File: config.mk
export PLATFORM = sky130hd
export DESIGN_NAME = board_vga_renderer_flat
export DESIGN_NICKNAME = d
export VERILOG_FILES = /design/src/rtl/board_vga_renderer_if.sv /design/src/rtl/board_vga_renderer.sv /design/src/flat_wrapper.sv
export SDC_FILE = /design/constraint.sdc
export NUM_CORES = 1
export LEC_CHECK = 0
export ABC_AREA = 1
export CAP_MARGIN = 20
export CORE_MARGIN = 3
export CORE_UTILIZATION = 40
export CTS_CLUSTER_SIZE = 12
export DETAILED_ROUTE_END_ITERATION = 8
export GPL_TIMING_DRIVEN = 0
export PLACE_DENSITY = 0.65
export SLEW_MARGIN = 0
export SYNTH_ARGS = -nofsm -noshare
export SYNTH_HDL_FRONTEND = slang
export SYNTH_SLANG_ARGS = --single-unit
export TNS_END_PERCENT = 100
File: constraint.sdc
create_clock -name clk -period 4.65 [get_ports clk]
set_input_delay 0.465 -clock clk [delete_from_list [all_inputs] [get_ports clk]]
set_output_delay 0.465 -clock clk [all_outputs]
set_load 0.1 [all_outputs]
File: src/rtl/board_vga_renderer_if.sv
// Board/cursor input bus from the game manager and VGA output pins of the
// board renderer, bundled so the renderer and its surroundings share one port.
interface board_vga_renderer_if;
  logic [49:0] board;
  logic [2:0]  cursor_row;
  logic [2:0]  cursor_col;
  logic        hsync;
  logic        vsync;
  logic [2:0]  red;
  logic [2:0]  green;
  logic [2:0]  blue;
  logic        frame_start;

  // Board writer / display side
  modport master (
    output board, cursor_row, cursor_col,
    input  hsync, vsync, red, green, blue, frame_start
  );

  // Renderer side
  modport slave (
    input  board, cursor_row, cursor_col,
    output hsync, vsync, red, green, blue, frame_start
  );
endinterface

File: src/rtl/board_vga_renderer.sv
// VGA renderer for the 5x5 game board. Generates 640x480@60 timing from a
// prescaled master clock, tracks the current board cell with counters (no
// dividers) and paints grid, cursor border, player markers and cell interiors.
// Board and cursor are snapshotted once per frame at vblank start so the
// picture never tears. Timing totals are parameters so a reduced geometry can
// be used; the defaults are the standard 640x480 mode.
module board_vga_renderer #(
  parameter int CLK_DIV      = 4,
  parameter int BOARD_X0     = 120,
  parameter int BOARD_Y0     = 40,
  parameter int CELL         = 80,
  parameter int H_VISIBLE    = 640,
  parameter int H_SYNC_START = 656,
  parameter int H_SYNC_END   = 752,
  parameter int H_TOTAL      = 800,
  parameter int V_VISIBLE    = 480,
  parameter int V_SYNC_START = 490,
  parameter int V_SYNC_END   = 492,
  parameter int V_TOTAL      = 525
) (
  input logic clk,
  input logic rst_n,
  board_vga_renderer_if.slave bus
);

  localparam int PW      = (CLK_DIV > 1) ? $clog2(CLK_DIV) : 1;
  localparam int HW      = $clog2(H_TOTAL);
  localparam int VW      = $clog2(V_TOTAL);
  localparam int OW      = $clog2(CELL);
  localparam int MARK_LO = CELL / 5;
  localparam int MARK_HI = CELL - CELL / 5 - 1;

  // Index value meaning "not inside the board"; 5 is reached after the last cell.
  localparam logic [2:0] IDX_OUT  = 3'd7;
  localparam logic [2:0] IDX_LAST = 3'd4;

  logic [PW-1:0] prescale;
  logic          tick;
  logic [HW-1:0] hCnt, hNext;
  logic [VW-1:0] vCnt, vNext;
  logic          lineEnd, frameEnd;
  logic [2:0]    colIdx, rowIdx;
  logic [OW-1:0] xOff, yOff;
  logic [49:0]   snapBoard;
  logic [2:0]    snapRow, snapCol;
  logic          snapTick;
  logic          hsyncQ, vsyncQ, frameStartQ;
  logic [8:0]    rgbQ, rgbNext;

  assign tick     = (prescale == PW'(CLK_DIV - 1));
  assign lineEnd  = (hCnt == HW'(H_TOTAL - 1));
  assign frameEnd = (vCnt == VW'(V_TOTAL - 1));
  assign hNext    = lineEnd  ? '0 : hCnt + 1'b1;
  assign vNext    = frameEnd ? '0 : vCnt + 1'b1;
  assign snapTick = tick && (hCnt == '0) && (vCnt == VW'(V_VISIBLE));

  // Pixel-rate prescaler: tick is high for one clk every CLK_DIV clks.
  always_ff @(posedge clk or negedge rst_n) begin
    // NOTE: all state uses non-blocking assignments so every flop samples pre-edge values.
    if (!rst_n)    prescale <= '0;
    else if (tick) prescale <= '0;
    else           prescale <= prescale + 1'b1;
  end

  // Raster position counters, advanced once per pixel tick.
  always_ff @(posedge clk or negedge rst_n) begin
    if (!rst_n) begin
      hCnt <= '0;
      vCnt <= '0;
    end else if (tick) begin
      hCnt <= hNext;
      if (lineEnd) vCnt <= vNext;
    end
  end

  // Column index and x offset within the cell, restarted at the board's left edge.
  always_ff @(posedge clk or negedge rst_n) begin
    if (!rst_n) begin
      colIdx <= (BOARD_X0 == 0) ? 3'd0 : IDX_OUT;
      xOff   <= '0;
    end else if (tick) begin
      if (hNext == HW'(BOARD_X0)) begin
        colIdx <= 3'd0;
        xOff   <= '0;
      end else if (colIdx < 3'd5) begin
        if (xOff == OW'(CELL - 1)) begin
          xOff   <= '0;
          colIdx <= colIdx + 3'd1;
        end else begin
          xOff <= xOff + 1'b1;
        end
      end
    end
  end

  // Row index and y offset within the cell, advanced once per line.
  always_ff @(posedge clk or negedge rst_n) begin
    if (!rst_n) begin
      rowIdx <= (BOARD_Y0 == 0) ? 3'd0 : IDX_OUT;
      yOff   <= '0;
    end else if (tick && lineEnd) begin
      if (vNext == VW'(BOARD_Y0)) begin
        rowIdx <= 3'd0;
        yOff   <= '0;
      end else if (rowIdx < 3'd5) begin
        if (yOff == OW'(CELL - 1)) begin
          yOff   <= '0;
          rowIdx <= rowIdx + 3'd1;
        end else begin
          yOff <= yOff + 1'b1;
        end
      end
    end
  end

  // Once-per-frame snapshot of board and cursor, plus the frame_start pulse.
  always_ff @(posedge clk or negedge rst_n) begin
    // NOTE: the snapshot is a handful of flops, so it is reset to a known empty board.
    if (!rst_n) begin
      snapBoard   <= '0;
      snapRow     <= IDX_OUT;
      snapCol     <= IDX_OUT;
      frameStartQ <= 1'b0;
    end else begin
      frameStartQ <= snapTick;
      if (snapTick) begin
        snapBoard <= bus.board;
        snapRow   <= bus.cursor_row;
        snapCol   <= bus.cursor_col;
      end
    end
  end

  logic       visible, inBoard, cursorHere;
  logic       xGrid, yGrid, xBand, yBand, xMark, yMark;
  logic [4:0] cellIdx;
  logic [1:0] cellVal;

  assign visible    = (hCnt < HW'(H_VISIBLE)) && (vCnt < VW'(V_VISIBLE));
  assign inBoard    = (colIdx < 3'd5) && (rowIdx < 3'd5);
  assign xGrid      = (xOff < OW'(2)) || ((colIdx == IDX_LAST) && (xOff >= OW'(CELL - 2)));
  assign yGrid      = (yOff < OW'(2)) || ((rowIdx == IDX_LAST) && (yOff >= OW'(CELL - 2)));
  assign xBand      = ((xOff >= OW'(2)) && (xOff <= OW'(5))) ||
                      ((xOff >= OW'(CELL - 6)) && (xOff <= OW'(CELL - 3)));
  assign yBand      = ((yOff >= OW'(2)) && (yOff <= OW'(5))) ||
                      ((yOff >= OW'(CELL - 6)) && (yOff <= OW'(CELL - 3)));
  assign xMark      = (xOff >= OW'(MARK_LO)) && (xOff <= OW'(MARK_HI));
  assign yMark      = (yOff >= OW'(MARK_LO)) && (yOff <= OW'(MARK_HI));
  assign cursorHere = (snapRow <= IDX_LAST) && (snapCol <= IDX_LAST) &&
                      (snapRow == rowIdx) && (snapCol == colIdx);
  assign cellIdx    = 5'(rowIdx) * 5'd5 + 5'(colIdx);

  // Select the snapshot cell under the beam with constant part-selects.
  always_comb begin
    // NOTE: default first so no path leaves cellVal unassigned (no latch).
    cellVal = 2'd0;
    for (int i = 0; i < 25; i++) begin
      if (cellIdx == 5'(i)) cellVal = snapBoard[2*i +: 2];
    end
  end

  // Pixel colour with grid > cursor > marker > interior priority.
  always_comb begin
    rgbNext = 9'd0;
    if (visible && inBoard) begin
      if (xGrid || yGrid)                         rgbNext = {3'd7, 3'd7, 3'd7};
      else if (cursorHere && (xBand || yBand))    rgbNext = {3'd7, 3'd7, 3'd0};
      else if (xMark && yMark && cellVal == 2'd1) rgbNext = {3'd7, 3'd0, 3'd0};
      else if (xMark && yMark && cellVal == 2'd2) rgbNext = {3'd0, 3'd0, 3'd7};
      else                                        rgbNext = {3'd1, 3'd1, 3'd1};
    end
  end

  // Registered sync and colour, all updated together on the pixel tick.
  always_ff @(posedge clk or negedge rst_n) begin
    if (!rst_n) begin
      hsyncQ <= 1'b1;
      vsyncQ <= 1'b1;
      rgbQ   <= 9'd0;
    end else if (tick) begin
      hsyncQ <= !((hCnt >= HW'(H_SYNC_START)) && (hCnt < HW'(H_SYNC_END)));
      vsyncQ <= !((vCnt >= VW'(V_SYNC_START)) && (vCnt < VW'(V_SYNC_END)));
      rgbQ   <= rgbNext;
    end
  end

  assign bus.hsync       = hsyncQ;
  assign bus.vsync       = vsyncQ;
  assign bus.red         = rgbQ[8:6];
  assign bus.green       = rgbQ[5:3];
  assign bus.blue        = rgbQ[2:0];
  assign bus.frame_start = frameStartQ;

endmodule

File: src/flat_wrapper.sv
// flat-port wrapper written by rule: the top's interface ports become plain ports
module board_vga_renderer_flat 
#(
  parameter int CLK_DIV      = 4,
  parameter int BOARD_X0     = 120,
  parameter int BOARD_Y0     = 40,
  parameter int CELL         = 80,
  parameter int H_VISIBLE    = 640,
  parameter int H_SYNC_START = 656,
  parameter int H_SYNC_END   = 752,
  parameter int H_TOTAL      = 800,
  parameter int V_VISIBLE    = 480,
  parameter int V_SYNC_START = 490,
  parameter int V_SYNC_END   = 492,
  parameter int V_TOTAL      = 525
)
  (clk, rst_n, bus_board, bus_cursor_row, bus_cursor_col, bus_hsync, bus_vsync, bus_red, bus_green, bus_blue, bus_frame_start);
  board_vga_renderer_if bus_i ();
  input logic clk;
  input logic rst_n;
  input wire logic [$bits(bus_i.board)-1:0] bus_board;
  input wire logic [$bits(bus_i.cursor_row)-1:0] bus_cursor_row;
  input wire logic [$bits(bus_i.cursor_col)-1:0] bus_cursor_col;
  output wire logic [$bits(bus_i.hsync)-1:0] bus_hsync;
  output wire logic [$bits(bus_i.vsync)-1:0] bus_vsync;
  output wire logic [$bits(bus_i.red)-1:0] bus_red;
  output wire logic [$bits(bus_i.green)-1:0] bus_green;
  output wire logic [$bits(bus_i.blue)-1:0] bus_blue;
  output wire logic [$bits(bus_i.frame_start)-1:0] bus_frame_start;
  assign bus_i.board = bus_board;
  assign bus_i.cursor_row = bus_cursor_row;
  assign bus_i.cursor_col = bus_cursor_col;
  assign bus_hsync = bus_i.hsync;
  assign bus_vsync = bus_i.vsync;
  assign bus_red = bus_i.red;
  assign bus_green = bus_i.green;
  assign bus_blue = bus_i.blue;
  assign bus_frame_start = bus_i.frame_start;
  board_vga_renderer #(.CLK_DIV(CLK_DIV), .BOARD_X0(BOARD_X0), .BOARD_Y0(BOARD_Y0), .CELL(CELL), .H_VISIBLE(H_VISIBLE), .H_SYNC_START(H_SYNC_START), .H_SYNC_END(H_SYNC_END), .H_TOTAL(H_TOTAL), .V_VISIBLE(V_VISIBLE), .V_SYNC_START(V_SYNC_START), .V_SYNC_END(V_SYNC_END), .V_TOTAL(V_TOTAL)) u_core (.clk(clk), .rst_n(rst_n), .bus(bus_i));
endmodule
==> flow_results.xml <==
<?xml version="1.0" encoding="UTF-8"?>
<metrics>
  <group name="status">
    <metric name="outcome" unit="">completed</metric>
  </group>
  <group name="synthesis">
    <metric name="ys_dominant_reg_cell" unit="">sky130_fd_sc_hd__dfrtp_1</metric>
    <metric name="post_synthesis_mean_instance_area" unit="um2">7.65</metric>
    <metric name="post_synth_inst_count" unit="">829</metric>
    <metric name="mappedNetlistNets" unit="">912</metric>
    <metric name="ys.warnings.count" unit="">0</metric>
    <metric name="ys_ff_latch" unit="">107</metric>
    <metric name="seq_area_frac_synth" unit="%">42.5</metric>
    <metric name="synthArstFlopShare" unit="%">100</metric>
    <metric name="post_synth_design_cell_area" unit="um2">6340</metric>
    <metric name="yosysUniqueCellTypes" unit="">57</metric>
    <metric name="synth-edff-count" unit="">0</metric>
  </group>
  <group name="sta">
    <metric name="actual_transition_at_the_worst_max_transition_pin" unit="ns">0.988</metric>
    <metric name="rsz0062_at_grt" unit="">no</metric>
    <metric name="fmax" unit="MHz">267</metric>
    <metric name="finalHoldWorstSlack" unit="ns">0.116</metric>
    <metric name="final_tns_setup" unit="ns">0</metric>
    <metric name="finalHoldViolations" unit="">0</metric>
    <metric name="max-slew-margin-rel" unit="%">33.9</metric>
    <metric name="period_minus_slack" unit="ns">3.75</metric>
    <metric name="final-max-slew-violation-count" unit="">0</metric>
    <metric name="finalWorstSetupSlack" unit="ns">0.904</metric>
    <metric name="finClkSkew" unit="ns">0.0170</metric>
    <metric name="layout_worst_path_cycle_share" unit="%">80.6</metric>
    <metric name="setup-violations-final" unit="">0</metric>
  </group>
  <group name="placement">
    <metric name="dpl_worst_slack" unit="ns">0.912</metric>
    <metric name="placement.cell_area" unit="um2">7330</metric>
    <metric name="dp_hpwl" unit="um">11400</metric>
    <metric name="place_congestion" unit="">0.885</metric>
    <metric name="numPortBuffers" unit="">69</metric>
  </group>
  <group name="drt">
    <metric name="avgRoutedWirePerCell" unit="um">13.2</metric>
    <metric name="first_iter_violations" unit="">288</metric>
    <metric name="routed_via_density" unit="">4.83</metric>
    <metric name="drt_drc_violations_left" unit="">0</metric>
    <metric name="drt.antenna.violating_nets" unit="">0</metric>
    <metric name="drt-pass1-iter-count" unit="">4</metric>
    <metric name="wirelength" unit="um">14900</metric>
    <metric name="num_vias" unit="">5448</metric>
  </group>
  <group name="floorplanning">
    <metric name="ports_placed_on_the_boundary" unit="">70</metric>
    <metric name="core_area" unit="um2">15400</metric>
    <metric name="die_area" unit="um2">17400</metric>
    <metric name="floorplan.initialDensity" unit="%">41.3</metric>
    <metric name="floorplan.die.width" unit="um">132</metric>
    <metric name="dieHeight" unit="um">132</metric>
    <metric name="fp-row-count" unit="">45</metric>
  </group>
  <group name="power_and_ir_drop">
    <metric name="irDropWorstVdd" unit="mV">0.210</metric>
    <metric name="leakage" unit="nW">3.34</metric>
    <metric name="total_switching_power" unit="mW">0.410</metric>
    <metric name="share_clk_of_total_power" unit="%">43.3</metric>
    <metric name="netSwitchingFraction" unit="%">23.3</metric>
    <metric name="seq_power_share" unit="%">52.8</metric>
    <metric name="internal_power" unit="mW">1.35</metric>
    <metric name="power_per_cell_area" unit="nW/um2">231</metric>
    <metric name="power.combinational.fraction" unit="%">3.9</metric>
  </group>
  <group name="final_layout">
    <metric name="num_antenna_cells" unit="">0</metric>
    <metric name="area_growth_syn_to_layout" unit="%">20.1</metric>
    <metric name="layout_commonest_cell" unit="">sky130_fd_sc_hd__nand2_1</metric>
    <metric name="drive_above_1_share" unit="%">12.4</metric>
    <metric name="top_library_cells_by_usage_in_the_layout_fill_and_taps_aside" unit="">sky130_fd_sc_hd__nand2_1, sky130_fd_sc_hd__dfrtp_1, sky130_fd_sc_hd__inv_1</metric>
    <metric name="final_instance_area" unit="um2">7620</metric>
    <metric name="final_net_count" unit="">994</metric>
  </group>
  <group name="critical_path">
    <metric name="worst_path_largest_cell_delay" unit="ns">0.58</metric>
    <metric name="crit_required" unit="ns">4.91</metric>
    <metric name="cp_top_family" unit="">simple AND/OR/NAND/NOR gates</metric>
    <metric name="path_common_cell" unit="">sky130_fd_sc_hd__nand2_1</metric>
    <metric name="startpoint_type" unit="">flop</metric>
    <metric name="setup.worst_path.end_class" unit="">flop</metric>
    <metric name="critical_path.max_fanout" unit="">6</metric>
    <metric name="crit_buf_inv" unit="">1</metric>
    <metric name="timing_worst_setup_path_type" unit="">reg2reg</metric>
    <metric name="timing.critical_path.slowest_stage_cell" unit="">sky130_fd_sc_hd__dfstp_2</metric>
    <metric name="timing.critical_path.arrival" unit="ns">4.01</metric>
  </group>
  <group name="global_routing">
    <metric name="grt_first_pass_wirelength" unit="um">25400</metric>
    <metric name="first_global_vias" unit="">5340</metric>
    <metric name="grt_start_max_net_pins" unit="">61</metric>
    <metric name="grt.total_usage" unit="%">17.6</metric>
    <metric name="antenna_found_initial" unit="">0</metric>
    <metric name="gr-total-overflow" unit="">0</metric>
  </group>
  <group name="hold_path">
    <metric name="hold_path_class" unit="">in2async</metric>
  </group>
  <group name="clock_network">
    <metric name="post_cts_resize_count" unit="">0</metric>
    <metric name="htreeDepth" unit="">3</metric>
    <metric name="root_buffer" unit="">sky130_fd_sc_hd__clkbuf_16</metric>
    <metric name="cts_setup_buffers" unit="">0</metric>
    <metric name="cts.reportedPaths.clkPinSlew" unit="ns">0.08</metric>
    <metric name="clkLatencyLatePin" unit="ns">0.36</metric>
    <metric name="clock-sinks" unit="">107</metric>
    <metric name="ctsLongestPathBuffers" unit="">2</metric>
    <metric name="tritoncts" unit="">built</metric>
    <metric name="cts.hold.buffers_added" unit="">0</metric>
    <metric name="cts_buffers" unit="">9</metric>
  </group>
  <group name="run">
    <metric name="max_cap_viol_count" unit="">0</metric>
  </group>
</metrics>
kinds of logic (layout without fill, tap and decap cells):
kind of cell,Yosys count,after routing,synth area share [%]
compound gates,97,97,9.11
xor+xnor,12,12,1.66
fa+ha+maj,25,25,5.05
buf+inv,136,223,8.60
flops,107,107,42.5
simple gates,452,452,33.1
Yosys cell counts, types with 4 or more instances:
library cell | count | area share (%)
sky130_fd_sc_hd__dfstp_2 | 14 | 5.8
sky130_fd_sc_hd__nand2_1 | 267 | 16
sky130_fd_sc_hd__nand2_2 | 9 | 0.89
sky130_fd_sc_hd__nor2_1 | 44 | 2.6
sky130_fd_sc_hd__xor2_1 | 9 | 1.2
sky130_fd_sc_hd__nand4_1 | 14 | 1.4
sky130_fd_sc_hd__dfrtp_1 | 93 | 37
sky130_fd_sc_hd__clkbuf_1 | 13 | 0.77
sky130_fd_sc_hd__inv_2 | 18 | 1.1
sky130_fd_sc_hd__nor3_1 | 17 | 1.3
sky130_fd_sc_hd__nand3_1 | 47 | 3.7
sky130_fd_sc_hd__nor2_2 | 13 | 1.3
sky130_fd_sc_hd__o21ai_1 | 6 | 0.47
sky130_fd_sc_hd__o21ai_0 | 52 | 4.1
sky130_fd_sc_hd__a21oi_1 | 16 | 1.3
sky130_fd_sc_hd__nor4_1 | 9 | 0.89
sky130_fd_sc_hd__nor3_2 | 8 | 1.3
sky130_fd_sc_hd__ha_1 | 24 | 4.7
sky130_fd_sc_hd__nand3_2 | 4 | 0.63
sky130_fd_sc_hd__inv_1 | 92 | 5.4
sky130_fd_sc_hd__o22ai_1 | 4 | 0.39
sky130_fd_sc_hd__nand4_2 | 4 | 0.79
final timing paths:
path,startpoint,endpoint,slack [ns],cells after the start
worst max-delay path,u_core.rowIdx[2],u_core.rgbQ[3],0.90,27
worst min-delay path,rst_n,u_core.prescale[0],0.12,1
worst max register to register,u_core.rowIdx[2],u_core.rgbQ[3],0.90,27
worst min register to register,u_core.prescale[0],u_core.prescale[0],0.43,1
max in group asynchronous,rst_n,u_core.colIdx[0],3.76,2
min in group clk,u_core.prescale[0],u_core.prescale[0],0.43,1
layout make-up:
class | count | area, um2
clock buffer | 10 | 229
tap | 211 | 264
multi-input combinational | 586 | 3100
fill | 1512 | 7750
sequential | 107 | 2700
clock inverter | 6 | 60.1
buffer | 23 | 115
inverter | 113 | 430
timing repair buffer | 71 | 721
layer usage:
| layer | up-vias | routed length, um | track usage (%) |
|---|---|---|---|
| li1 | 2829 | - | - |
| met1 | 2498 | 7350 | 24.4 |
| met2 | 105 | 6740 | 27.9 |
| met3 | 16 | 596 | 3.89 |
| met4 | 0 | 231 | 5.02 |
| met5 | - | 0 | 0 |
power by group through the flow:
stage	Combinational, mW	Sequential, mW	Clock, mW
finish	0.0678	0.930	0.763
global route	0.0750	0.930	0.817
CTS	0.0702	0.930	0.783
detailed placement	0.0700	0.948	0
global placement	0.0673	0.949	0
floorplan	0.00000137	0.949	0
state kept, by name (all words and copies together) (netlist names):
signal	cells
u_core.bus.hsync	1
u_core.snapBoard	50
u_core.yOff	7
u_core.xOff	7
u_core.vCnt	10
u_core.rgbQ	6
u_core.bus.frame_start	1
u_core.hCnt	10
u_core.rowIdx	3
u_core.bus.vsync	1
u_core.colIdx	3
u_core.snapRow	3
u_core.prescale	2
u_core.snapCol	3
worst register-to-register path: cells and delay by family, from the launching register on:
| kind | cells | cell delay [ns] |
|---|---|---|
| fa+ha+maj | 3 | 1.08 |
| buf+inv | 1 | 0.12 |
| flops | 1 | 0.58 |
| simple gates | 23 | 1.88 |
stage by stage:
step / power (mW) / util (%) / instances
after floorplan: 0.949 / - / 829
after global placement: 1.02 / 47.5 / 1109
after detailed placement: 1.02 / 47.7 / 1111
after CTS: 1.78 / 49.6 / 1127
after global routing: 1.82 / 49.6 / 1127
final: 1.76 / 49.6 / 1127
No activity file was read; power rests on OpenSTA's default activity.
